File: src/rtl/dm_arbiter_pkg.sv
// -----------------------------------------------------------------------------
// dm_arbiter_pkg
// Shared definitions for the data-memory arbiter:
//   - state_t    : arbiter FSM states (IDLE, HOST, PE)
//   - *_LSB      : bit offsets of the address fields inside an instruction word
//                  (raddr0 at [7:0], raddr1 at [15:8], waddr at [23:16])
// -----------------------------------------------------------------------------
package dm_arbiter_pkg;

    typedef enum logic [1:0] {
        ST_IDLE = 2'd0,
        ST_HOST = 2'd1,
        ST_PE   = 2'd2
    } state_t;

    localparam int RADDR0_LSB = 0;
    localparam int RADDR1_LSB = 8;
    localparam int WADDR_LSB  = 16;

endpackage : dm_arbiter_pkg

File: src/rtl/dm_rr_arb.sv
// -----------------------------------------------------------------------------
// dm_rr_arb
// Two-way request arbiter between the host loader and the PE.
// Build option: macro DM_ARB_RR_EN
//   defined   : round-robin; a one-bit pointer remembers who has priority next
//               (reset value: host) and flips on every granted request.
//   undefined : fixed priority, host always wins; no pointer register.
// Ports:
//   clk, rst         clock, asynchronous active-high reset
//   i_req_h, i_req_p host / PE requests
//   i_upd            grants are live this cycle (pointer may advance)
//   o_gnt_h, o_gnt_p one-hot (or zero) grant
// -----------------------------------------------------------------------------
module dm_rr_arb (
    input  logic clk,
    input  logic rst,
    input  logic i_req_h,
    input  logic i_req_p,
    input  logic i_upd,
    output logic o_gnt_h,
    output logic o_gnt_p
);

`ifdef DM_ARB_RR_EN
    logic r_ptr_host;   // 1: host wins a tie, 0: PE wins a tie

    always_comb begin
        o_gnt_h = i_req_h & (r_ptr_host | ~i_req_p);
        o_gnt_p = i_req_p & (~r_ptr_host | ~i_req_h);
    end

    // A grant always transfers (ready is the grant, valid is the request), so
    // the pointer moves away from whoever was just served.
    always_ff @(posedge clk or posedge rst) begin
        if (rst) begin
            r_ptr_host <= 1'b1;
        end else if (i_upd && o_gnt_h) begin
            r_ptr_host <= 1'b0;
        end else if (i_upd && o_gnt_p) begin
            r_ptr_host <= 1'b1;
        end
    end
`else
    // Stateless in this build; clock, reset and update are intentionally idle.
    logic w_unused;
    assign w_unused = clk | rst | i_upd;

    assign o_gnt_h = i_req_h;
    assign o_gnt_p = i_req_p & ~i_req_h;
`endif

endmodule : dm_rr_arb

File: src/rtl/dm_arbiter.sv
// -----------------------------------------------------------------------------
// dm_arbiter
// Arbitrates data-memory access between a host loader (write bursts) and a PE
// (single-beat read/write), registering the chosen request onto the memory
// port and producing a read-valid two cycles after a PE read beat.
// Build option: macro DM_ARB_RR_EN selects round-robin instead of host-first
// arbitration (see dm_rr_arb).
// Ports:
//   clk, rst                    clock, asynchronous active-high reset
//   h_valid/h_ready             host write handshake
//   h_waddr, h_wdata, h_last    host address, data, final beat of burst
//   p_valid/p_ready             PE access handshake
//   p_inst, p_wren, p_rden      PE address instruction and enables
//   p_wdata                     PE write data
//   p_rvalid                    read data from memory is valid for the PE
//   dm_wren, dm_rden            registered memory enables
//   dm_inst, dm_wdata           registered memory instruction / write data
// -----------------------------------------------------------------------------
module dm_arbiter
    import dm_arbiter_pkg::*;
#(
    parameter int DATA_WIDTH    = 16,
    parameter int DM_ADDR_WIDTH = 8,
    parameter int INST_WIDTH    = 32
) (
    input  logic                     clk,
    input  logic                     rst,
    input  logic                     h_valid,
    output logic                     h_ready,
    input  logic [DM_ADDR_WIDTH-1:0] h_waddr,
    input  logic [DATA_WIDTH-1:0]    h_wdata,
    input  logic                     h_last,
    input  logic                     p_valid,
    output logic                     p_ready,
    input  logic [INST_WIDTH-1:0]    p_inst,
    input  logic                     p_wren,
    input  logic                     p_rden,
    input  logic [DATA_WIDTH-1:0]    p_wdata,
    output logic                     p_rvalid,
    output logic                     dm_wren,
    output logic                     dm_rden,
    output logic [INST_WIDTH-1:0]    dm_inst,
    output logic [DATA_WIDTH-1:0]    dm_wdata
);

    state_t                  r_state;
    state_t                  w_state_nxt;
    logic                    w_gnt_h;
    logic                    w_gnt_p;
    logic                    w_h_xfer;
    logic                    w_p_xfer;
    logic [INST_WIDTH-1:0]   w_host_inst;
    logic                    r_dm_wren;
    logic                    r_dm_rden;
    logic [INST_WIDTH-1:0]   r_dm_inst;
    logic [DATA_WIDTH-1:0]   r_dm_wdata;
    logic                    r_p_rvalid;

    dm_rr_arb u_arb (
        .clk     (clk),
        .rst     (rst),
        .i_req_h (h_valid),
        .i_req_p (p_valid),
        .i_upd   (r_state == ST_IDLE),
        .o_gnt_h (w_gnt_h),
        .o_gnt_p (w_gnt_p)
    );

    // NOTE: every signal written here gets a default first, so no path through
    // the case statement can leave one unassigned and infer a latch.
    always_comb begin
        w_state_nxt = r_state;
        h_ready     = 1'b0;
        p_ready     = 1'b0;
        case (r_state)
            ST_IDLE: begin
                h_ready = w_gnt_h;
                p_ready = w_gnt_p;
                // The granting beat itself transfers in IDLE; a single-beat
                // burst (h_last on the first beat) therefore never enters HOST.
                if (w_gnt_h && !h_last) begin
                    w_state_nxt = ST_HOST;
                end else if (w_gnt_p) begin
                    w_state_nxt = ST_PE;
                end
            end
            ST_HOST: begin
                h_ready = 1'b1;
                if (h_valid && h_last) begin
                    w_state_nxt = ST_IDLE;
                end
            end
            ST_PE: begin
                // One dead cycle after a PE beat; the PE is re-arbitrated in IDLE.
                w_state_nxt = ST_IDLE;
            end
            default: begin
                w_state_nxt = ST_IDLE;
            end
        endcase
        // The grant is combinational from live requests, so reset must mask it.
        if (rst) begin
            h_ready = 1'b0;
            p_ready = 1'b0;
        end
    end

    assign w_h_xfer = h_valid & h_ready;
    assign w_p_xfer = p_valid & p_ready;

    // Host beats are pure writes: both read-address fields stay zero.
    always_comb begin
        w_host_inst                                 = '0;
        w_host_inst[RADDR0_LSB +: DM_ADDR_WIDTH]    = '0;
        w_host_inst[RADDR1_LSB +: DM_ADDR_WIDTH]    = '0;
        w_host_inst[WADDR_LSB  +: DM_ADDR_WIDTH]    = h_waddr;
    end

    // NOTE: sequential state uses non-blocking assignments so every register
    // samples the pre-edge values, independent of statement order.
    always_ff @(posedge clk or posedge rst) begin
        if (rst) begin
            r_state    <= ST_IDLE;
            r_dm_wren  <= 1'b0;
            r_dm_rden  <= 1'b0;
            r_dm_inst  <= '0;
            r_dm_wdata <= '0;
            r_p_rvalid <= 1'b0;
        end else begin
            r_state    <= w_state_nxt;
            // dm_rden is only ever set by a PE read beat, so delaying it one
            // more cycle gives the two-cycle read-valid. Reset clears both
            // stages, so an in-flight read is dropped.
            r_p_rvalid <= r_dm_rden;
            if (w_h_xfer) begin
                r_dm_wren  <= 1'b1;
                r_dm_rden  <= 1'b0;
                r_dm_inst  <= w_host_inst;
                r_dm_wdata <= h_wdata;
            end else if (w_p_xfer) begin
                r_dm_wren  <= p_wren;
                r_dm_rden  <= p_rden;
                r_dm_inst  <= p_inst;
                r_dm_wdata <= p_wdata;
            end else begin
                // Idle cycle: enables drop, address/data hold.
                r_dm_wren  <= 1'b0;
                r_dm_rden  <= 1'b0;
            end
        end
    end

    assign dm_wren  = r_dm_wren;
    assign dm_rden  = r_dm_rden;
    assign dm_inst  = r_dm_inst;
    assign dm_wdata = r_dm_wdata;
    assign p_rvalid = r_p_rvalid;

endmodule : dm_arbiter

File: config.mk
export PLATFORM = sky130hd
export DESIGN_NAME = dm_arbiter
export DESIGN_NICKNAME = d
export VERILOG_FILES = /design/src/rtl/dm_arbiter_pkg.sv /design/src/rtl/dm_rr_arb.sv /design/src/rtl/dm_arbiter.sv
export SDC_FILE = /design/constraint.sdc
export NUM_CORES = 1
export LEC_CHECK = 0
export BUFFER_PORTS_ARGS = -buffer_cell sky130_fd_sc_hd__buf_4
export CORE_ASPECT_RATIO = 0.6
export CORE_MARGIN = 4
export CORE_UTILIZATION = 44
export DETAILED_ROUTE_END_ITERATION = 10
export PLACE_DENSITY = 0.91
export SLEW_MARGIN = 20
export SYNTH_ARGS = -nofsm -noshare
export SYNTH_HDL_FRONTEND = slang
export SYNTH_SLANG_ARGS = --single-unit
File: constraint.sdc
create_clock -name clk -period 1.6 [get_ports clk]
set_input_delay 0 -clock clk [delete_from_list [all_inputs] [get_ports clk]]
set_output_delay 0 -clock clk [all_outputs]
set_load 0.005 [all_outputs]
==> results of run 1 <==
state kept, by name (all words and copies together) (netlist names):
register  cells
p_rvalid      1
dm_wdata     16
r_state       2
dm_rden       1
dm_inst      32
dm_wren       1
worst register-to-register path, stage by stage, from the launching register on:
cell and delay (ns):
dfrtp_1 0.37, nor2b_1 0.08, o21ai_4 0.35, buf_12 0.21
mux2_2 0.34
stage by stage:
stage	util [%]	instance area, um2
6_report	74.6	3790
5_1_grt	74.6	3790
4_1_cts	74.3	3780
3_5_place_dp	66.5	3380
3_3_place_gp	66.5	3380
2_1_floorplan	-	2310
logic make-up after synthesis:
| logic type | after synthesis |
|---|---|
| AO/OA/AOI/OAI | 27 |
| multiplexers | 48 |
| flip-flops | 53 |
| AND/OR/NAND/NOR | 9 |
| buffers and inverters | 11 |
final cells by class:
type | instances | share of cell area, %
repair buffers | 168 | 35.8
flip-flops and latches | 53 | 35.0
multi-input cells | 84 | 23.8
clock buffers | 7 | 2.28
well taps | 66 | 2.18
clock inverters | 1 | 0.793
inverters | 1 | 0.0991
how the worst min path moves through the flow:
stage | endpoint | start | slack (ns)
after floorplan | h_ready | rst | 0.03
after global placement | dm_wdata[10] | rst | 0.11
after detailed placement | dm_wdata[10] | rst | 0.12
after CTS | r_state[1] | p_valid | 0.03
after global routing | dm_wdata[8] | h_wdata[8] | 0.04
final | r_state[1] | p_valid | 0.05
power by group through the flow:
stage          Sequential, mW  Combinational, mW  Clock, mW
6_report                 1.64              0.929      0.906
3_5_place_dp             1.66              0.883          0
2_1_floorplan            1.66              0.343          0
5_1_grt                  1.66               1.01       1.02
3_3_place_gp             1.65              0.861          0
4_1_cts                  1.63              0.939      0.943
synthesized netlist by cell type:
master	number	share of area [%]
mux2_2	32	16
inv_1	1	0.16
buf_4	5	1.6
nor2b_1	1	0.27
nor2_1	2	0.32
a211oi_1	1	0.32
buf_6	5	2.4
and2_1	1	0.27
a22o_1	24	9.1
a21oi_1	1	0.22
dfrtp_1	53	57
nor4_4	1	0.92
mux2_4	16	10
o21ai_1	1	0.22
nor3_1	3	0.65
nand2b_1	1	0.27
per-layer routing:
metal	vias to the layer above	track usage, %	wire [um]
met4	0	6.80	116
met2	92	32.0	2890
li1	875	-	-
met5	-	0	0
met3	11	7.20	684
met1	880	23.9	2530
what timing repair did:
item	4_1_cts	5_1_grt
endpoints found under the hold margin	80	0
endpoints found under the setup margin	1	1
setup buffers	0	1
hold buffers	28	0
resized for setup	1	0
cloned	0	1
pin swaps	0	0
==> run summary, run 1 <==
Remaining Overflow, GRT -> 0
Worst Clk Skew -> 0.00706 ns
IO Pins -> 132
CTS tree -> built
Root buf cell -> clkbuf_8
Placed wire-length estimate -> 4.24 mm
Vias in the first global route -> 1941
Final hold violations -> 0
Hold path cells -> 3
Clk slew on worst S/H paths -> 0.09 ns
Die ar. -> 0.00652 mm2
Worst hold path type -> input port to flip-flop
Simple-gate share of the synthesized area -> 2.70%
Nets -> 392
Total CTS buffers -> 5
Pwr Total -> 3.47 mW
Endpoints failing setup -> 0
Max frequency -> 685 MHz
Port bufs -> 131
Initial antenna violation count -> 0
DRT Pass-1 Iters -> 4
Max transition margin -> 72.6%
CP endpoint -> dm_wdata[4]
Clock Sink Count -> 53
Synth Register Bits -> 53
Ant diodes -> 0
Slowest stage delay, CP -> 0.37 ns
Status -> complete, no violations
Mean Syn Cell Area -> 15.6 um2
H-tree Lvls -> 2
Critical path's top delay family -> flip-flops
Fillers -> 337
Clk_lat worst skew -> 0.30 ns
CP cell instances -> nor2b_1 -> o21ai_4 -> buf_12 -> mux2_2
Worst setup margin -> 0.140 ns
Final GP Congestion -> 0.756
Seq/Total Area, Yosys -> 57.3%
Max Cap Viol -> 0
Commonest cells after routing, fill and taps aside -> 136 x buf_4, 53 x dfrtp_1, 32 x mux2_2
Final instance count without filler cells -> 380
CP max-delay cell -> dfrtp_1
RR Endpoint -> dm_wdata[4]
Max Buffers Root-to-Sink -> 2
Cell area after synthesis -> 0.00231 mm2
Die Width -> 102 um
Final hold slack -> 0.0521 ns
Fin crit period -> 1.46 ns
Share of cells above drive strength 1 -> 63.1%
Final worst-path cycle share -> 91.3%
Number of DRC markers in iteration 0 -> 47
FF-to-FF path depth -> 4
Worst Path Buf+Inv -> 1
Crit. End Element -> flip-flop
Worst-Margin Slew -> 0.409 ns
Die H -> 64.2 um
Crit Path Max Fanout -> 15
WP depth -> 4
CP startpoint kind -> flip-flop
YS warnings -> 0
Power density over the cells -> 916 mW/mm2
Maximum VDD drop -> 0.000566 V
DR vias -> 1858
Core box area -> 0.00508 mm2
Post-synthesis adder-cell area fraction -> 0%
Syn Nets -> 227
Row count -> 20
First-pass GRT wire length -> 9.78 mm
Flop pwr share -> 47.1%
Mux share of post-synthesis cell area -> 25.9%
Critical Path AT -> 1.65 ns
Antenna-violating nets left -> 0
RSZ-0062 raised after global routing -> no
GRT Overall Usage -> 19.6%
Cell internal pwr -> 2.66 mW
R2R Setup Slk -> 0.14 ns
# placed instances -> 342
TNS Setup -> 0 ns
Leak pwr -> 1.92 nW
WL per Instance -> 16.4 um
Sw Share -> 23.3%
Multi-input combinational cell area -> 902 um2
Post-synthesis compound-gate area fraction -> 9.84%
CP Class -> flip-flop to flip-flop
FF-to-FF Start -> r_state[0]
Combinational family with the most area after synthesis -> multiplexers
Final wirelength -> 6.22 mm
Worst EP required -> 1.79 ns
Slew Viols, Final -> 0
DRC Markers -> 0
Yosys cell types -> 16
Syn-to-layout area delta -> 63.7%
Synth Instances -> 148
Initial Util -> 45.6%
CP Launch Point -> r_state[0]
Clock power frac -> 26.1%
Setup WS pre-CTS -> 0.133 ns
Vias/cell -> 4.89
XOR/XNOR Fraction of Synth Area -> 0%
Register area -> 0.00133 mm2
Logic pwr share -> 26.8%
Psw -> 0.810 mW
Largest net degree at the start of global routing -> 28
Commonest non-fill, non-tap cell in the layout -> buf_4
Power figures use the tool's default switching activity.
==> inputs of run 2 (changes only) <==
--- a/config.mk
+++ b/config.mk
@@ -7,7 +7,7 @@
 export LEC_CHECK = 0
 export BUFFER_PORTS_ARGS = -buffer_cell sky130_fd_sc_hd__buf_4
 export CORE_ASPECT_RATIO = 0.6
-export CORE_MARGIN = 4
+export CORE_MARGIN = 1
 export CORE_UTILIZATION = 44
 export DETAILED_ROUTE_END_ITERATION = 10
 export PLACE_DENSITY = 0.91
==> run 2 against run 1 <==
- critical path depth unchanged
- maximum frequency is 4.0% lower
- design area rose by 0.83%
- sequential power is essentially flat
- sequential share of layout area is 0.29 points lower
- total power down 3.9%
- register-to-register slack got worse by 0.02 ns
- clock skew fell by 0.0014 ns
- first-iteration DRC count shrank 26%
- count of clock-buffer cells in the layout is 1 lower
- cell count increased by 0.79%
- flip-flop and latch count unchanged
==> run summary, run 2 (synthesis gave the netlist of run 1 again) <==
Root buf cell -> clkbuf_8
Die Width -> 95.6 um
Worst-Margin Slew -> 0.430 ns
Worst hold path type -> input port to flip-flop
Maximum VDD drop -> 0.000499 V
Slew Viols, Final -> 0
TNS Setup -> 0 ns
Final wirelength -> 5.90 mm
Max Cap Viol -> 0
Max Buffers Root-to-Sink -> 2
DR vias -> 1903
Core box area -> 0.00505 mm2
Max FFs per register -> 32
R2R Setup Slk -> 0.12 ns
Total CTS buffers -> 5
Placed wire-length estimate -> 3.90 mm
Max frequency -> 658 MHz
CP endpoint -> p_ready
Share of cells above drive strength 1 -> 63.7%
Commonest cells after routing, fill and taps aside -> 139 x buf_4, 53 x dfrtp_1, 32 x mux2_2
Clk slew on worst S/H paths -> 0.09 ns
Power density over the cells -> 873 mW/mm2
Clk_lat worst skew -> 0.29 ns
Worst EP required -> 1.60 ns
Ant diodes -> 0
Crit Path Max Fanout -> 26
Fin crit period -> 1.52 ns
Largest net degree at the start of global routing -> 36
H-tree Lvls -> 2
CTS tree -> built
Vias/cell -> 4.97
Endpoints failing setup -> 0
CP Launch Point -> r_state[1]
Crit. End Element -> output port
Port bufs -> 131
GRT Overall Usage -> 20.9%
Antenna-violating nets left -> 0
Clock Sink Count -> 53
Fillers -> 322
Max transition margin -> 71.3%
CP startpoint kind -> flip-flop
FF-to-FF Start -> r_state[0]
Nets -> 396
Die ar. -> 0.00556 mm2
Row count -> 20
Initial Util -> 45.8%
Final hold violations -> 0
Pwr Total -> 3.34 mW
Final worst-path cycle share -> 95.1%
Final core utilization -> 75.6%
Final GP Congestion -> 0.717
Vias in the first global route -> 1873
Leak pwr -> 1.93 nW
DRT Pass-1 Iters -> 4
Critical Path AT -> 1.52 ns
FF-to-FF path depth -> 5
Worst Clk Skew -> 0.00563 ns
Final hold slack -> 0.0522 ns
WL per Instance -> 15.4 um
IO Pins -> 132
Commonest non-fill, non-tap cell in the layout -> buf_4
Syn-to-layout area delta -> 65.0%
First-pass GRT wire length -> 8.82 mm
CP Class -> flip-flop to output port
Number of DRC markers in iteration 0 -> 35
Initial antenna violation count -> 0
Die H -> 58.2 um
RR Endpoint -> dm_inst[25]
Status -> complete, no violations
Remaining Overflow, GRT -> 0
RSZ-0062 raised after global routing -> no
DRC Markers -> 0
[run 2: changes by cell type in the layout (fill, tap and decap cells not counted), sizes merged]
cell / before / now
bufinv: 1 / 0
clkbuf: 7 / 6
clkinvlp: 0 / 1
buf: 140 / 144
[run 2: stage by stage]
stage	std cells	worst slack, ns	instance area [um2]
global placement	341	0.113	3380
global route	383	0.000586	3820
CTS	376	0.0114	3750
floorplan	148	0.314	2310
detailed placement	341	0.0658	3380
finish	383	0.0792	3820
[run 2: routing by layer]
metal	wire [um]	global-route usage, %
met4	36	3.84
met1	2640	27.7
met2	2720	34.4
met5	0	0
met3	512	6.82
[run 2: final cells by class]
type                    instances  area (um2)  area share [%]
clock inverters                 1        7.51           0.197
clock buffers                   6        82.6            2.16
flip-flops and latches         53        1330            34.7
multi-input cells              84         902            23.6
repair buffers                172        1420            37.0
well taps                      66        82.6            2.16
inverters                       1        3.75          0.0983
[run 2: how the worst min path moves through the flow]
stage | slack, ns | end | from | cells past startpoint
3_5_place_dp | 0.07 | r_state[0] | rst | 2
2_1_floorplan | 0.03 | h_ready | rst | 1
4_1_cts | 0.04 | r_state[1] | p_valid | 3
6_report | 0.05 | r_state[1] | p_valid | 3
3_3_place_gp | 0.06 | r_state[0] | rst | 2
5_1_grt | 0.05 | dm_wdata[12] | p_wdata[12] | 3
[run 2: where the power goes]
group          internal [mW]  switching (mW)  leakage, nW
Combinational          0.646           0.307         1.22
Sequential              1.53           0.109        0.673
Clock                  0.343           0.404       0.0433
Total                   2.52           0.820         1.93
[run 2: critical path, cell delays in order, from the launching register on]
cell and delay [ns]:
dfrtp_1 0.38, buf_4 0.16, nor4_4 0.27, buf_6 0.25, buf_4 0.15
[run 2: what timing repair did]
action / in CTS / in global routing
hold endpoints to repair: 45 / 0
setup endpoints to repair: 0 / 27
hold buffers: 28 / 0
gates resized for setup: 0 / 1
buffers inserted: 0 / 7
